<file path="src/rtl/duty_ramp_ctrl.sv">
// Duty ramp controller: slews a PWM duty value toward a requested target
// by STEP once per ramp tick, with a sticky flag for over-range requests.
module duty_ramp_ctrl #(
    parameter int TICK_DIV = 25000,
    parameter int STEP     = 5,
    parameter int MAX_DUTY = 250
) (
    input  logic       clock,
    input  logic       reset,
    input  logic       enable,
    input  logic       load,
    input  logic [7:0] target,
    input  logic       clr_flag,
    output logic [7:0] duty,
    output logic       busy,
    output logic       at_target,
    output logic       clamp_flag
);

    localparam int CNT_W = (TICK_DIV > 1) ? $clog2(TICK_DIV) : 1;
    localparam logic [CNT_W-1:0] CNT_LAST = CNT_W'(TICK_DIV - 1);
    localparam logic [7:0] MAX_D  = 8'(MAX_DUTY);
    localparam logic [8:0] STEP_W = 9'(STEP);

    localparam logic [1:0] ST_IDLE = 2'd0;
    localparam logic [1:0] ST_UP   = 2'd1;
    localparam logic [1:0] ST_DOWN = 2'd2;

    logic [CNT_W-1:0] cnt_q, cnt_d;
    logic [7:0]       tgt_q, tgt_d;
    logic [7:0]       duty_q, duty_d;
    logic [1:0]       state_q, state_d;
    logic             clamp_q, clamp_d;

    logic             tick;
    logic [7:0]       eff;
    logic [7:0]       eff_d;
    logic [8:0]       up_sum;
    logic [8:0]       dn_diff;

    // Next-state logic: tick timing, target capture, duty slew and direction.
    always_comb begin
        tick    = (cnt_q == CNT_LAST);
        cnt_d   = tick ? '0 : cnt_q + CNT_W'(1);

        // Direction is decided from the live duty/target every cycle, so a
        // new target mid-ramp takes effect without waiting for a tick and the
        // clip against eff keeps duty from ever overshooting it.
        eff     = enable ? tgt_q : 8'd0;
        up_sum  = {1'b0, duty_q} + STEP_W;
        dn_diff = {1'b0, duty_q} - STEP_W;
        duty_d  = duty_q;
        if (tick) begin
            if (duty_q < eff) begin
                duty_d = (up_sum > {1'b0, eff}) ? eff : up_sum[7:0];
            end else if (duty_q > eff) begin
                duty_d = (dn_diff[8] || (dn_diff[7:0] < eff)) ? eff : dn_diff[7:0];
            end
        end

        // A tick in the load cycle still used the old tgt above.
        tgt_d   = load ? ((target > MAX_D) ? MAX_D : target) : tgt_q;
        eff_d   = enable ? tgt_d : 8'd0;

        if (duty_d < eff_d) begin
            state_d = ST_UP;
        end else if (duty_d > eff_d) begin
            state_d = ST_DOWN;
        end else begin
            state_d = ST_IDLE;
        end

        // Setting has priority over clearing when both happen together.
        clamp_d = clamp_q;
        if (clr_flag) begin
            clamp_d = 1'b0;
        end
        if (load && (target > MAX_D)) begin
            clamp_d = 1'b1;
        end
    end

    // State registers with synchronous reset that overrides everything.
    always_ff @(posedge clock) begin
        if (reset) begin
            cnt_q   <= '0;
            tgt_q   <= 8'd0;
            duty_q  <= 8'd0;
            state_q <= ST_IDLE;
            clamp_q <= 1'b0;
        end else begin
            cnt_q   <= cnt_d;
            tgt_q   <= tgt_d;
            duty_q  <= duty_d;
            state_q <= state_d;
            clamp_q <= clamp_d;
        end
    end

    assign duty       = duty_q;
    assign busy       = (state_q != ST_IDLE);
    assign at_target  = (state_q == ST_IDLE);
    assign clamp_flag = clamp_q;

endmodule
</file>
<file path="config.mk">
export PLATFORM = sky130hd
export DESIGN_NAME = duty_ramp_ctrl
export DESIGN_NICKNAME = d
export VERILOG_FILES = /design/src/rtl/duty_ramp_ctrl.sv
export SDC_FILE = /design/constraint.sdc
export NUM_CORES = 1
export LEC_CHECK = 0
export ABC_CLOCK_PERIOD_IN_PS = 3630
export CORE_AREA = 2 2 75 77
export CTS_CLUSTER_SIZE = 20
export DETAILED_ROUTE_END_ITERATION = 10
export DIE_AREA = 0 0 77 79
export PLACE_DENSITY = 0.86
export SLEW_MARGIN = 5
export SYNTH_ARGS = -nofsm -noshare
export SYNTH_HDL_FRONTEND = slang
export SYNTH_SLANG_ARGS = --single-unit
</file>
<file path="constraint.sdc">
create_clock -name clock -period 3.63 [get_ports clock]
set_input_delay 0.363 -clock clock [delete_from_list [all_inputs] [get_ports clock]]
set_output_delay 0.363 -clock clock [all_outputs]
set_load 0.1 [all_outputs]
</file>
* Word-level counts from Yosys, hierarchy flattened
Cells that the tools add are included.
Operators by class: $add $sub $neg 3, magnitude comparators 7, eq/ne operators 1, multiplexer cells 13, reductions and logical operators 7
Operator list (number):
- two-way mux 8 bit | 9
- less-than comparator 8 bit | 3
- > comparator 8 bit | 2
- adder 15 x 1 -> 15 bit, second input constant | 1
- equality test 15 bit, second input constant | 1
- adder 8 x 3 -> 9 bit, second input constant | 1
- > comparator 9 x 8 -> 1 bit | 1
- subtractor 8 x 3 -> 9 bit, second input constant | 1
- > comparator 8 bit, second input constant | 1
- nonzero test 2 bit | 2
- OR reduction 2 bit | 2
- two-way mux 1 bit | 3
- zero test 2 bit | 1
- two-way mux 2 bit | 1
- logical AND 1 bit | 1
- logical OR 1 bit | 1
Storage, ports and cells: bits in registers 34, bits of input ports 13, output and inout port bits 11

* Logic depth before layout (Yosys ltp)
depth after elaboration 10, mapped depth 20

* Least setup slack after synthesis
No wires, ideal clock.
path kind reg2reg, from register duty_q[0], in the netlist duty[0], to register state_q[1], data arrival time 4.337 ns, data required time 3.514 ns, path slack -0.824 ns, stages on the path, launching flop included 19, buffers on the path 1, clock period less this slack 4.454 ns, cells stage by stage dfxtp_1 ha_1 o21a_1 nand3_1 xnor2_1 ha_1 a211oi_1 o221ai_1 o21ai_0 and2_1 buf_1 or3_1 nand4_1 ha_1 a21o_1 a21o_1 a21oi_1 o21ai_0 o211a_1
On the way: cells in the longest elaborated chain, start to end 9, elaborated cells between the ends (all ways) 16, those cells by class add/sub (2); order compare (6); mux (6); reduce/logical (2)
RTL lines:
- from (decl) | line 31 | logic [7:0] duty_q, duty_d;
- from (signal assigned) | line 94 | duty_q <= duty_d;
- subtractor 8 x 3 -> 9 bit | line 51 | dn_diff = {1'b0, duty_q} - STEP_W;
- less-than comparator 8 bit | line 57 | duty_d = (dn_diff[8] || (dn_diff[7:0] < eff)) ? eff : dn_diff[7:0];
- logical OR 1 bit | line 57
- two-way mux 8 bit | line 57
- two-way mux 8 bit | line 56 | end else if (duty_q > eff) begin
- two-way mux 8 bit * | line 54 | if (duty_q < eff) begin
- two-way mux 8 bit * | line 53 | if (tick) begin
- via duty_d[5] | line 31
- > comparator 8 bit or less-than comparator 8 bit (tied branches) | line 67, 65
- two-way mux 2 bit or OR reduction 2 bit (tied branches)
- to (signal assigned) | line 95 | state_q <= state_d;
- to (decl) | line 32 | logic [1:0] state_q, state_d;
Mark *: on every way through the listed nets, which the timed path passes. The rest lies on a longest branch. A chain may end at the register's enable or synchronous reset.

* Final worst setup path
Ends and elaborated chain as after synthesis.

==> impl_metrics.tcl <==
set metrics [dict create \
    outcome "finished, violations left" \
    violations "setup timing" \
    combPwrFrac 0.228 \
    place_ws_ns -0.441 \
    cp_top_family "compound AO/OA/AOI/OAI gates" \
    hold_viol 0 \
    worstPathCellList "ha_4 > o21a_4 > buf_6 > xor2_4 > ha_4 > nand4_1 > o221ai_2 > o21ai_2 > buf_4 > a21oi_1 > a21oi_1 > a21oi_1 > ha_1 > o21ai_2 > nand2b_1 > a21oi_2 > o21ai_2 > o211a_1" \
    diodes 0 \
    hp-start "cnt_q[0]$_SDFF_PP0_" \
    synthFlopType "dfxtp_1" \
    gp_congestion 0.947 \
    cts.clk_slew.worst_paths_ns 0.08 \
    portBuffers 23 \
    slew_viol_final 0 \
    drc_errors 0 \
    yosys.area.top_type "dfxtp_1" \
    setup_viol 2 \
    antenna_left 0 \
    rows 27 \
    p_sw_uw 278 \
    syn-cell-area_um2 2710 \
    synth-async-reset-ratio 0 \
    cp.arrival_ns 4.13 \
    final_nets 457 \
    power_frac_clock 0.366 \
    cts.path.max_buffers 2 \
    synth-seq-cells 34 \
    min_to "cnt_q[0]$_SDFF_PP0_" \
    grt_max_degree 15 \
    synth_top_area_share 0.251 \
    cts_hold_buf 0 \
    wl_um 10300 \
    core_area_um2 5340 \
    hpwl_um 6130 \
    vias_per_cell 6.49 \
    min_period_over_period 1.09 \
    grt_pass1_vias 3084 \
    r2r-end "state_q[1]$_SDFF_PP0_" \
    vias 3137 \
    synth.yosys.seq_area_share 0.251 \
    min_delay_path_depth 1 \
    cp_num_cells 18 \
    slew_headroom 0.339 \
    ys_warn_count 0 \
    dr.pass1.iters 7 \
    ios 24 \
    crit-reg2reg-launch "duty[0]$_SDFF_PP0_" \
    fp.dieW_um 77 \
    start_util 0.507 \
    htree_levels 2 \
    max_freq_ghz 0.253 \
    drtIter0Drc 307 \
    die_h_um 79 \
    fin_crit_ns 3.95 \
    placed_area_um2 3380 \
    clk_latency_ns 0.30 \
    hold_class "reg2reg" \
    finalWorstSetupSlack_ns -0.322 \
    finClkSkew_ns 0.0141 \
    critPathMaxStageDelay_ns 0.38 \
    ir_drop_mv 0.357 \
    cellLeakagePower_uw 0.00166 \
    synth_cell_types 53 \
    cts_tree "done" \
    rrSetupSlack_ns -0.32 \
    intPower_uw 674 \
    cpMaxStageDelayCell "dfxtp_4" \
    crit_buf_inv 2 \
    critPathKind "reg2reg" \
    area_growth_syn_to_layout_pct 42.9 \
    ff2ff_path_depth 18 \
    synth_edf_count 0 \
    syn_nets 377 \
    syn_inst 330 \
    startpoint_type "flop" \
    power_frac_seq 0.406 \
    powerDensity_nw_per_um2 246 \
    dieArea_um2 6080 \
    synth_area_leaders "dfxtp_1 (25%), ha_1 (16%), a21oi_1 (4.8%), xnor2_1 (4.2%), nand2_1 (4.2%)" \
    worst_pin_slew_ns 0.989 \
    cts-root-buf "clkbuf_8" \
    stdcell_area_um2 3870 \
    synth_area_per_cell_um2 8.20 \
    numCtsBuffers 5 \
    switching_share 0.292 \
    tns_ns -0.558 \
    end_kind "flop" \
    crit_fanout 6 \
    antenna_found_initial 0 \
    overflow 0 \
    cp.required_ns 3.81 \
    drive_above_1_share 0.338 \
    grt_pass1_wl_um 14200 \
    grt_usage 0.292 \
    wire_per_inst_um 21.4 \
    rsz0062_at_grt "true" \
    maxCapViolCount 0 \
    clock-sinks 34 \
]
## timing repair
action / 4_1_cts / 5_1_grt
cloned: 0 / 0
resized for setup: 23 / 31
pin swaps: 14 / 19
hold endpoints to repair: 0 / 0
setup buffers: 8 / 7
endpoints found under the setup margin: 2 / 2
## layout by cell type, fill, tap and decap left out, types with 3 or more instances in the layout
cell type / instances
inv_1: 8
buf_4: 63
o21ai_2: 4
and2_1: 7
nor2_1: 25
o21ai_0: 6
nand4_1: 8
ha_1: 30
nand2_1: 25
clkbuf_8: 5
a211oi_1: 4
a21oi_1: 22
nand3_1: 12
nor2b_1: 3
dfxtp_1: 26
or3_1: 4
a21o_1: 5
mux2i_1: 5
xor2_1: 9
dfxtp_4: 6
xnor2_1: 11
a21oi_2: 3
nor3_1: 3
clkdlybuf4s50_1: 22
mux2_2: 6
nand2_2: 6
and3_1: 11
## power groups by stage
stage | Combinational (µW) | Sequential (µW) | Clock [µW]
6_report | 217 | 387 | 348
5_1_grt | 226 | 387 | 365
4_1_cts | 190 | 385 | 344
3_5_place_dp | 172 | 394 | 0
3_3_place_gp | 165 | 393 | 0
2_1_floorplan | 111 | 392 | 0
## worst register-to-register path, stage by stage (launching register included)
cell and delay [ns]:
dfxtp_4 0.38, ha_4 0.16, o21a_4 0.22, buf_6 0.13
xor2_4 0.16, ha_4 0.27, nand4_1 0.21, o221ai_2 0.30
o21ai_2 0.12, buf_4 0.15, a21oi_1 0.36, a21oi_1 0.18
a21oi_1 0.26, ha_1 0.31, o21ai_2 0.08, nand2b_1 0.13
a21oi_2 0.19, o21ai_2 0.09, o211a_1 0.13
## cell type report
class                      instances  area (µm²)
tap                               72        90.1
sequential                        34         706
clock inverter                     3        40.0
clock buffer                       5        68.8
fill                             368        1470
multi-input combinational        272        2200
timing repair buffer              88         728
inverter                           9        33.8
## synth_stat cells (3+ instances only)
cell,count
a211oi_1,6
a21o_1,5
a21oi_1,26
and2_1,10
and3_1,12
clkbuf_1,11
dfxtp_1,34
ha_1,34
inv_1,9
mux2_2,6
mux2i_1,5
nand2_1,30
nand3_1,15
nand4_1,8
nor2_1,26
nor2b_1,4
nor3_1,4
o21ai_0,11
o32ai_1,3
or3_1,6
xnor2_1,13
xor2_1,11
## state kept, by name, summed over array words and instances, names as in the netlist
name,count
state_q,2
tgt_q,8
cnt_q,15
clamp_flag,1
duty,8
## how the worst max path moves through the flow
stage                  startpoint                    end  slack (ns)
2_1_floorplan  duty[0]$_SDFF_PP0_  state_q[1]$_SDFF_PP0_       0.001
3_3_place_gp               enable  state_q[1]$_SDFF_PP0_       -0.24
3_5_place_dp               enable  state_q[1]$_SDFF_PP0_       -0.44
4_1_cts        duty[1]$_SDFF_PP0_  state_q[1]$_SDFF_PP0_       0.003
5_1_grt        duty[0]$_SDFF_PP0_  state_q[1]$_SDFF_PP0_       -0.36
6_report       duty[0]$_SDFF_PP0_  state_q[1]$_SDFF_PP0_       -0.32
## cell families (layout without fill, tap and decap cells)
kind of cell,after synthesis,count (layout),synth area share
buffers and inverters,24,105,0.0370
AND/OR/NAND/NOR,133,133,0.262
multiplexers,11,11,0.0434
AO/OA/AOI/OAI,70,70,0.172
flip-flops,34,34,0.251
adder cells (fa/ha/maj),34,34,0.157
XOR/XNOR,24,24,0.0776
## per-stage QoR
| step | utilization | hold slack [ns] | std cells | power [µW] |
|---|---|---|---|---|
| floorplan | - | 0.430 | 330 | 503 |
| global placement | 0.633 | 0.445 | 460 | 558 |
| detailed placement | 0.633 | 0.456 | 460 | 566 |
| CTS | 0.684 | 0.472 | 476 | 920 |
| global route | 0.725 | 0.514 | 483 | 977 |
| finish | 0.725 | 0.466 | 483 | 951 |
## metal layers
metal	wire length, µm	vias to the layer above	track usage
li1	-	1363	-
met3	762	90	0.0489
met5	0	-	0
met2	4890	220	0.511
met4	811	0	0.180
met1	3850	1464	0.333
Note: power is estimated with default switching activity, not from simulation.
